### config.mk
export PLATFORM = sky130hd
export DESIGN_NAME = fir_out_requant
export DESIGN_NICKNAME = d
export VERILOG_FILES = /design/src/rtl/fir_out_requant.sv
export SDC_FILE = /design/constraint.sdc
export NUM_CORES = 1
export LEC_CHECK = 0
export ABC_CLOCK_PERIOD_IN_PS = 6300
export BUFFER_PORTS_ARGS = -buffer_cell sky130_fd_sc_hd__buf_2
export CORE_MARGIN = 4
export CORE_UTILIZATION = 40
export CTS_CLUSTER_DIAMETER = 200
export DETAILED_ROUTE_END_ITERATION = 7
export PLACE_DENSITY = 0.54
export REMOVE_ABC_BUFFERS = 1
export SLEW_MARGIN = 20
export SYNTH_ARGS = -nofsm -noshare
export SYNTH_HDL_FRONTEND = slang
export SYNTH_SLANG_ARGS = --single-unit
### constraint.sdc
create_clock -name clk -period 6.3 [get_ports clk]
set_input_delay 1.89 -clock clk [delete_from_list [all_inputs] [get_ports clk]]
set_output_delay 1.89 -clock clk [all_outputs]
set_load 0.01 [all_outputs]
### src/rtl/fir_out_requant.sv
//==============================================================================
// Module      : fir_out_requant
// Description : Decimates the full-precision FIR output, rounds and saturates it
//               to OUT_W bits, and buffers the results in a first-word-fall-through
//               FIFO. Saturation and overflow are reported as sticky flags.
// Revision    : 1.0 - initial release
//==============================================================================
`default_nettype none

module fir_out_requant #(
    parameter int IN_W  = 32,
    parameter int OUT_W = 16,
    parameter int SHIFT = 15,
    parameter int DECIM = 4,
    parameter int DEPTH = 8
) (
    input  logic                       clk,
    input  logic                       rst,
    input  logic                       in_valid,
    input  logic [IN_W-1:0]            in_data,
    output logic                       out_valid,
    input  logic                       out_ready,
    output logic [OUT_W-1:0]           out_data,
    output logic [$clog2(DEPTH):0]     level,
    output logic                       sat_flag,
    output logic                       ovf_flag,
    input  logic                       clr_flags
);

    localparam int PW = (DECIM > 1) ? $clog2(DECIM) : 1;
    localparam int AW = $clog2(DEPTH);
    localparam int LW = AW + 1;

    localparam logic signed [IN_W:0] c_half = (IN_W+1)'(1) <<< (SHIFT - 1);
    localparam logic signed [IN_W:0] c_max  = (IN_W+1)'((1 << (OUT_W - 1)) - 1);
    localparam logic signed [IN_W:0] c_min  = -c_max - (IN_W+1)'(1);
    localparam logic [PW-1:0]        c_last = PW'(DECIM - 1);
    localparam logic [LW-1:0]        c_full = LW'(DEPTH);

    logic [PW-1:0]          r_phase;
    logic                   r_s1_valid;
    logic signed [IN_W:0]   r_s1_data;
    logic                   r_s2_valid;
    logic                   r_s2_sat;
    logic [OUT_W-1:0]       r_s2_data;
    logic [OUT_W-1:0]       r_mem [DEPTH];
    logic [AW-1:0]          r_wptr;
    logic [AW-1:0]          r_rptr;
    logic [LW-1:0]          r_level;
    logic [OUT_W-1:0]       r_out_data;
    logic                   r_sat;
    logic                   r_ovf;

    logic                   w_keep;
    logic signed [IN_W:0]   w_round;
    logic                   w_hi;
    logic                   w_lo;
    logic                   w_pop;
    logic                   w_wr;
    logic                   w_drop;
    logic                   w_head_new;

    // One extra bit keeps the rounding add from wrapping near full scale.
    assign w_keep  = in_valid && (r_phase == '0);
    assign w_round = ($signed({in_data[IN_W-1], in_data}) + c_half) >>> SHIFT;

    assign w_hi = (r_s1_data > c_max);
    assign w_lo = (r_s1_data < c_min);

    assign w_pop      = (r_level != '0) && out_ready;
    assign w_wr       = r_s2_valid && ((r_level != c_full) || w_pop);
    assign w_drop     = r_s2_valid && (r_level == c_full) && !w_pop;
    // The written word becomes head when nothing else remains in front of it.
    assign w_head_new = w_wr && ((r_level == '0) || ((r_level == LW'(1)) && w_pop));

    always_ff @(posedge clk) begin
        if (rst) begin
            r_phase    <= '0;
            r_s1_valid <= 1'b0;
            r_s1_data  <= '0;
            r_s2_valid <= 1'b0;
            r_s2_sat   <= 1'b0;
            r_s2_data  <= '0;
        end else begin
            if (in_valid) begin
                r_phase <= (r_phase == c_last) ? '0 : r_phase + PW'(1);
            end
            r_s1_valid <= w_keep;
            if (w_keep) begin
                r_s1_data <= w_round;
            end
            r_s2_valid <= r_s1_valid;
            r_s2_sat   <= r_s1_valid && (w_hi || w_lo);
            if (r_s1_valid) begin
                if (w_hi) begin
                    r_s2_data <= c_max[OUT_W-1:0];
                end else if (w_lo) begin
                    r_s2_data <= c_min[OUT_W-1:0];
                end else begin
                    r_s2_data <= r_s1_data[OUT_W-1:0];
                end
            end
        end
    end

    always_ff @(posedge clk) begin
        if (w_wr) begin
            r_mem[r_wptr] <= r_s2_data;
        end
    end

    always_ff @(posedge clk) begin
        if (rst) begin
            r_wptr     <= '0;
            r_rptr     <= '0;
            r_level    <= '0;
            r_out_data <= '0;
            r_sat      <= 1'b0;
            r_ovf      <= 1'b0;
        end else begin
            if (w_wr) begin
                r_wptr <= r_wptr + AW'(1);
            end
            if (w_pop) begin
                r_rptr <= r_rptr + AW'(1);
            end
            r_level <= r_level + LW'(w_wr) - LW'(w_pop);

            if (w_head_new) begin
                r_out_data <= r_s2_data;
            end else if (w_pop && (r_level > LW'(1))) begin
                r_out_data <= r_mem[r_rptr + AW'(1)];
            end

            if (r_s2_sat) begin
                r_sat <= 1'b1;
            end else if (clr_flags) begin
                r_sat <= 1'b0;
            end
            if (w_drop) begin
                r_ovf <= 1'b1;
            end else if (clr_flags) begin
                r_ovf <= 1'b0;
            end
        end
    end

    assign out_valid = (r_level != '0);
    assign out_data  = r_out_data;
    assign level     = r_level;
    assign sat_flag  = r_sat;
    assign ovf_flag  = r_ovf;

endmodule

`default_nettype wire

==> summary.md, run 1 <==
| Metric | Value |
|---|---|
| I/O pins | `60` |
| Vias | `4,522` |
| Mapped Cells | `558` |
| Final setup fails | `0` |
| Placed instance area | `8430 sq um` |
| Type of the worst setup path | `primary input to flop` |
| Starting density of the core | `40.6%` |
| PostCTS Resize Cnt | `0` |
| F_max | `0.273 GHz` |
| Pleak | `0.00296 uW` |
| Synth cell count leaders | `128 x edfxtp_1, 67 x dfxtp_1, 52 x nand2b_1, 39 x nor2_1, 32 x mux4_2` |
| Port Buf Inserts | `45` |
| Async set or reset register ratio after synthesis | `0%` |
| P&R area growth vs syn | `14.2%` |
| Yosys top cell area share | `48.6%` |
| Grt ovf | `0` |
| EDFF count, synth | `128` |
| Nets | `645` |
| Setup TNS | `0 ps` |
| Hold Buf Count CTS | `0` |
| Total GRT Usage | `15.2%` |
| GPL Wtd Cong | `0.709` |
| DR pass1 iterations | `4` |
| Synth area leaders | `edfxtp_1 49%, dfxtp_1 17%, mux4_2 9.1%` |
| Combinational Power Share | `23.0%` |
| Top-count cell post-synth | `edfxtp_1` |
| Max-cap violations | `0` |
| Net Switching | `916 uW` |
| RSZ-0062 raised after global routing | `false` |
| Die W | `149 microns` |
| Number of global-route vias before repair | `4,651` |
| Seq/Total Area, Yosys | `65.6%` |
| Post-synth cell types | `46` |
| Top cell type by total area after synthesis | `edfxtp_1` |
| Clk sinks | `195` |
| CTS buffer count | `17` |
| Rel. slew slack | `28.3%` |
| Worst-case clock skew | `7.22 ps` |
| Core Rows | `51` |
| Reg clk slew, reported paths | `70 ps` |
| YS warnings | `0` |
| Die area | `22,100 sq um` |
| Total Wirelength | `15,900 microns` |
| Drt via density | `5.17` |
| Reg2Reg Depth | `6` |
| Slew Viols, Final | `0` |
| Core Area | `19,500 sq um` |
| VDD IR max | `170 uV` |
| Largest net degree at the start of global routing | `47` |
| Outcome | `finished, final reports clean` |
| DR iter-0 viols | `337` |
| Max clock buf depth | `2` |
| N_diodes | `0` |
| Avg WL per Cell | `18.1 microns` |
| Initial antenna violation count | `0` |
| Reg-to-reg critical path startpoint | `r_rptr[0]` |
| Hold WC Path Type | `flop to flop` |
| Clk Tree Root Cell | `clkbuf_16` |
| Reg2reg end | `out_data[14]` |
| # DRC | `0` |
| Layout cell share with drive strength beyond 1 | `21.2%` |
| Critical path launch point type | `primary input` |
| P per Cell Area | `368 nW/um^2` |
| Tightest Pin Transition | `1070 ps` |
| Yosys reg bits | `195` |
| Min Tclk post-route | `3660 ps` |
| Hold Startpoint | `r_s2_sat` |
| Flop pwr share | `45.1%` |
| Avg Cell Area, Syn | `14.2 sq um` |
| Switching share of power | `27.6%` |
| H-tree level count | `4` |
| CTS tree | `done` |
| Crit-path max FO | `16` |
| Clk_lat worst skew | `420 ps` |
| Hold Path Stages | `2` |
| Hold Fails Final Rpt | `0` |
| Die height | `149 microns` |
| Hpwl dp | `9620 microns` |
| Clk pwr share | `31.9%` |
| WP data arrival | `3700 ps` |
| Setup bufs post-CTS | `0` |
| Global-route wire length before repair | `25,500 microns` |
| Main synth FF type | `edfxtp_1` |
| Synthesized cell area | `7910 sq um` |
| Worst hold endpoint | `sat_flag` |
| Tcrit/Tclk final | `58.2%` |
| Final Cell Area | `9030 sq um` |
| Power Internal | `2410 uW` |
| Setup crit end kind | `flop` |
| Final ANT Viol Nets | `0` |
| Reg-to-reg slack, setup | `3410 ps` |
| Worst path required time | `6340 ps` |
-- per-layer routing --
layer	vias up	wire length [microns]	global-route usage [%]
met5	-	0	0
met4	0	145	5.17
met1	2239	7060	20.0
met3	11	481	2.71
met2	73	8170	25.7
li1	2199	-	-
-- registers in the layout (all words and copies together), names as in the netlist --
name and count:
level 4, out_data 16, ovf_flag 1, r_mem 128, r_phase 2, r_rptr 3
r_s1_data 18, r_s1_valid 1, r_s2_data 16, r_s2_sat 1, r_s2_valid 1, r_wptr 3
sat_flag 1
-- cell usage in the layout, fill, tap and decap left out, drive strengths merged, types with 5 or more instances in the layout --
cell type / synthesis / layout
edfxtp: 128 / 128
dfxtp: 67 / 67
nand2b: 52 / 52
buf: 5 / 48
nor2: 39 / 39
mux4: 32 / 32
nand2: 27 / 27
nand3: 24 / 24
clkbuf: 24 / 23
o21ai: 22 / 22
a21oi: 21 / 21
a41oi: 16 / 16
inv: 10 / 14
ha: 11 / 11
xnor2: 10 / 10
a211oi: 10 / 10
or3: 8 / 8
nor2b: 6 / 6
mux2i: 6 / 6
a311oi: 6 / 6
xor2: 6 / 6
clkinv: 0 / 5
-- worst max-delay path by stage --
stage,startpoint,endpoint,slack [ps],cells after the start
3_3_place_gp,out_ready,r_mem[4][4],2140,5
5_1_grt,out_ready,r_mem[3][10],2490,5
4_1_cts,out_ready,r_mem[3][10],2610,5
6_report,out_ready,r_mem[3][10],2640,5
2_1_floorplan,out_ready,r_mem[0][0],2210,4
3_5_place_dp,out_ready,r_mem[3][8],2200,5
-- cell families (layout without fill, tap and decap cells) --
| group | Yosys count | in the layout | synth area share (%) |
|---|---|---|---|
| xor+xnor | 16 | 16 | 1.77 |
| fa+ha+maj | 12 | 12 | 1.99 |
| mux | 38 | 38 | 9.88 |
| simple gates | 174 | 174 | 11.8 |
| flops | 195 | 195 | 65.6 |
| buf+inv | 39 | 90 | 1.92 |
| compound gates | 84 | 84 | 7.04 |
-- stage by stage --
stage	util (%)	worst slack [ps]	hold slack [ps]	power [uW]	cells
3_3_place_gp	43.2	2140	437	2300	842
5_1_grt	46.4	2490	488	3510	874
4_1_cts	46.4	2610	454	3380	874
6_report	46.4	2640	444	3330	874
2_1_floorplan	-	2210	413	2080	529
3_5_place_dp	43.3	2200	439	2310	842
-- area by class of cell --
cell class	instances	area, sq um
Inverter	10	37.5
Sequential cell	195	5190
Timing Repair Buffer	48	248
Clock buffer	23	533
Clock inverter	9	61.3
Fill cell	1736	10400
Multi-Input combinational cell	324	2630
Tap cell	265	332
-- critical path, cell delays in order --
cell and delay, ps:
buf_2 160, nor2b_1 230, nor3_1 100, nand3b_1 380, nor2_2 930
-- power groups by stage --
stage / combinational [uW] / sequential (uW) / clock, uW
6_report: 764 / 1500 / 1060
5_1_grt: 848 / 1510 / 1150
4_1_cts: 784 / 1500 / 1090
3_5_place_dp: 782 / 1530 / 0
3_3_place_gp: 777 / 1530 / 0
2_1_floorplan: 504 / 1570 / 0
(Power assumes the default switching activity.)
==> run 2, diff against run 1 <==
Settings changed: ABC_CLOCK_PERIOD_IN_PS 6300 to 3300, PLACE_DENSITY 0.54 to 0.56.
Clock period 6.3 ns to 3.3 ns, I/O delays scaled along.
==> run 2 against run 1 <==
Net effect: via count increased by 2.2%; non-clock buffer count up 19; clock power grew 93%; setup slack got worse by 1900 ps.
==> summary.md, run 2 (same netlist as run 1, synthesis figures left out) <==
| Metric | Value |
|---|---|
| Fill cells | `1,710` |
| Hold Path Stages | `2` |
| Die W | `149 microns` |
| PostCTS Resize Cnt | `0` |
| Net Switching | `1760 uW` |
| Die area | `22,100 sq um` |
| Outcome | `finished, final reports clean` |
| Path length in cells of the critical path | `5` |
| Layout cell share with drive strength beyond 1 | `22.1%` |
| Clk_lat worst skew | `420 ps` |
| WP data arrival | `1570 ps` |
| Worst-case clock skew | `7.66 ps` |
| Type of the worst setup path | `flop to primary output` |
| Vias | `4,621` |
| Setup crit end kind | `primary output` |
| Rel. slew slack | `49.1%` |
| Max-cap violations | `0` |
| Slowest stage delay, CP | `320 ps` |
| DR iter-0 viols | `201` |
| N_diodes | `0` |
| Nets | `664` |
| Tightest Pin Transition | `761 ps` |
| Avg WL per Cell | `18.0 microns` |
| Hold Buf Count CTS | `0` |
| Core Area | `19,500 sq um` |
| Initial antenna violation count | `0` |
| Largest register FFs | `128` |
| Finished Layout Cells | `893` |
| Clk pwr share | `32.0%` |
| CTS buffer count | `17` |
| Flop pwr share | `44.8%` |
| Max clock buf depth | `2` |
| DR pass1 iterations | `4` |
| Die height | `149 microns` |
| P&R area growth vs syn | `15.4%` |
| Placed Cells | `861` |
| Reg2Reg Depth | `9` |
| Tcrit/Tclk final | `77.4%` |
| Grt ovf | `0` |
| Reg-to-reg slack, setup | `960 ps` |
| Power Internal | `4650 uW` |
| Min Tclk post-route | `2560 ps` |
| CP bufs+invs | `2` |
| Most common cell after layout, fill and taps aside | `edfxtp_1` |
| VDD IR max | `326 uV` |
| Critical path launch point type | `flop` |
| Total GRT Usage | `15.2%` |
| P per Cell Area | `702 nW/um^2` |
| Finished Core Util | `46.9%` |
| Worst path slowest cell | `dfxtp_1` |
| Core Rows | `51` |
| RSZ-0062 raised after global routing | `false` |
| Global-route wire length before repair | `25,400 microns` |
| Final ANT Viol Nets | `0` |
| Worst path required time | `2310 ps` |
| Number of global-route vias before repair | `4,661` |
| F_max | `0.391 GHz` |
| Largest net degree at the start of global routing | `35` |
| Setup TNS | `0 ps` |
| I/O pins | `60` |
| GPL Wtd Cong | `0.746` |
| CTS tree | `done` |
| Hold_ws | `461 ps` |
| Most frequent cells in the layout | `128 x edfxtp_1, 66 x dfxtp_1, 52 x nand2b_1` |
| Switching share of power | `27.4%` |
| Hold Fails Final Rpt | `0` |
| Setup bufs post-CTS | `0` |
| Crit-path max FO | `4` |
| Clk Tree Root Cell | `clkbuf_16` |
| Largest registers | `r_mem x128, r_s1_data x18` |
| Starting density of the core | `40.6%` |
| Critical-path cell list | `inv_1, ha_1, nor2b_1, nand2_1, buf_2` |
| H-tree level count | `4` |
| Hpwl dp | `10,000 microns` |
| Drt via density | `5.17` |
| Kind of cell adding the most delay to the critical path | `simple AND/OR/NAND/NOR gates` |
| Clk sinks | `195` |
| # DRC | `0` |
| Pleak | `0.00306 uW` |
| Port Buf Inserts | `45` |
| Slew Viols, Final | `0` |
| Pre-CTS setup slack | `364 ps` |
| Largest register by flop count | `r_mem` |
| Combinational Power Share | `23.2%` |
| Setup ws final | `745 ps` |
| Reg clk slew, reported paths | `70 ps` |
| Total Wirelength | `16,000 microns` |
| Final setup fails | `0` |
| Hold WC Path Type | `flop to flop` |
## run 2: per-stage QoR
| step | total power (uW) | area [sq um] |
|---|---|---|
| floorplan | 3970 | 7790 |
| CTS | 6490 | 9120 |
| finish | 6400 | 9120 |
| global placement | 4410 | 8520 |
| global route | 6730 | 9120 |
| detailed placement | 4440 | 8520 |
## run 2: metal layers
metal / GRT usage, % / vias up / wire (microns)
met2: 25.6 / 91 / 8060
li1: - / 2232 / -
met5: 0 / - / 0
met3: 3.14 / 19 / 791
met4: 5.50 / 0 / 269
met1: 19.7 / 2279 / 6920
## run 2: layout make-up
cell class / count / area [sq um] / share of cell area [%]
Clock inverter: 11 / 125 / 1.37
Inverter: 10 / 37.5 / 0.412
Timing Repair Buffer: 67 / 390 / 4.28
Tap cell: 265 / 332 / 3.64
Sequential cell: 195 / 5190 / 56.9
Multi-Input combinational cell: 324 / 2580 / 28.3
Clock buffer: 21 / 470 / 5.16
## run 2: path summary, 6_finish.rpt
check,endpoint,from
hold reg to reg,sat_flag,r_s2_sat
setup reg to reg,level[2],level[2]
setup / recovery,out_valid,level[2]
hold / removal,sat_flag,r_s2_sat
## run 2: worst min-delay path, stage by stage, from the launching register on
cell	delay (ps)
dfxtp_1	320
a21oi_1	40
nor2_1	70
## run 2: power by group through the flow
stage	Sequential, uW	Clock, uW	Combinational (uW)
after floorplan	3000	0	962
after global placement	2910	0	1500
after detailed placement	2930	0	1520
after CTS	2870	2100	1520
after global routing	2890	2200	1640
final	2870	2050	1490
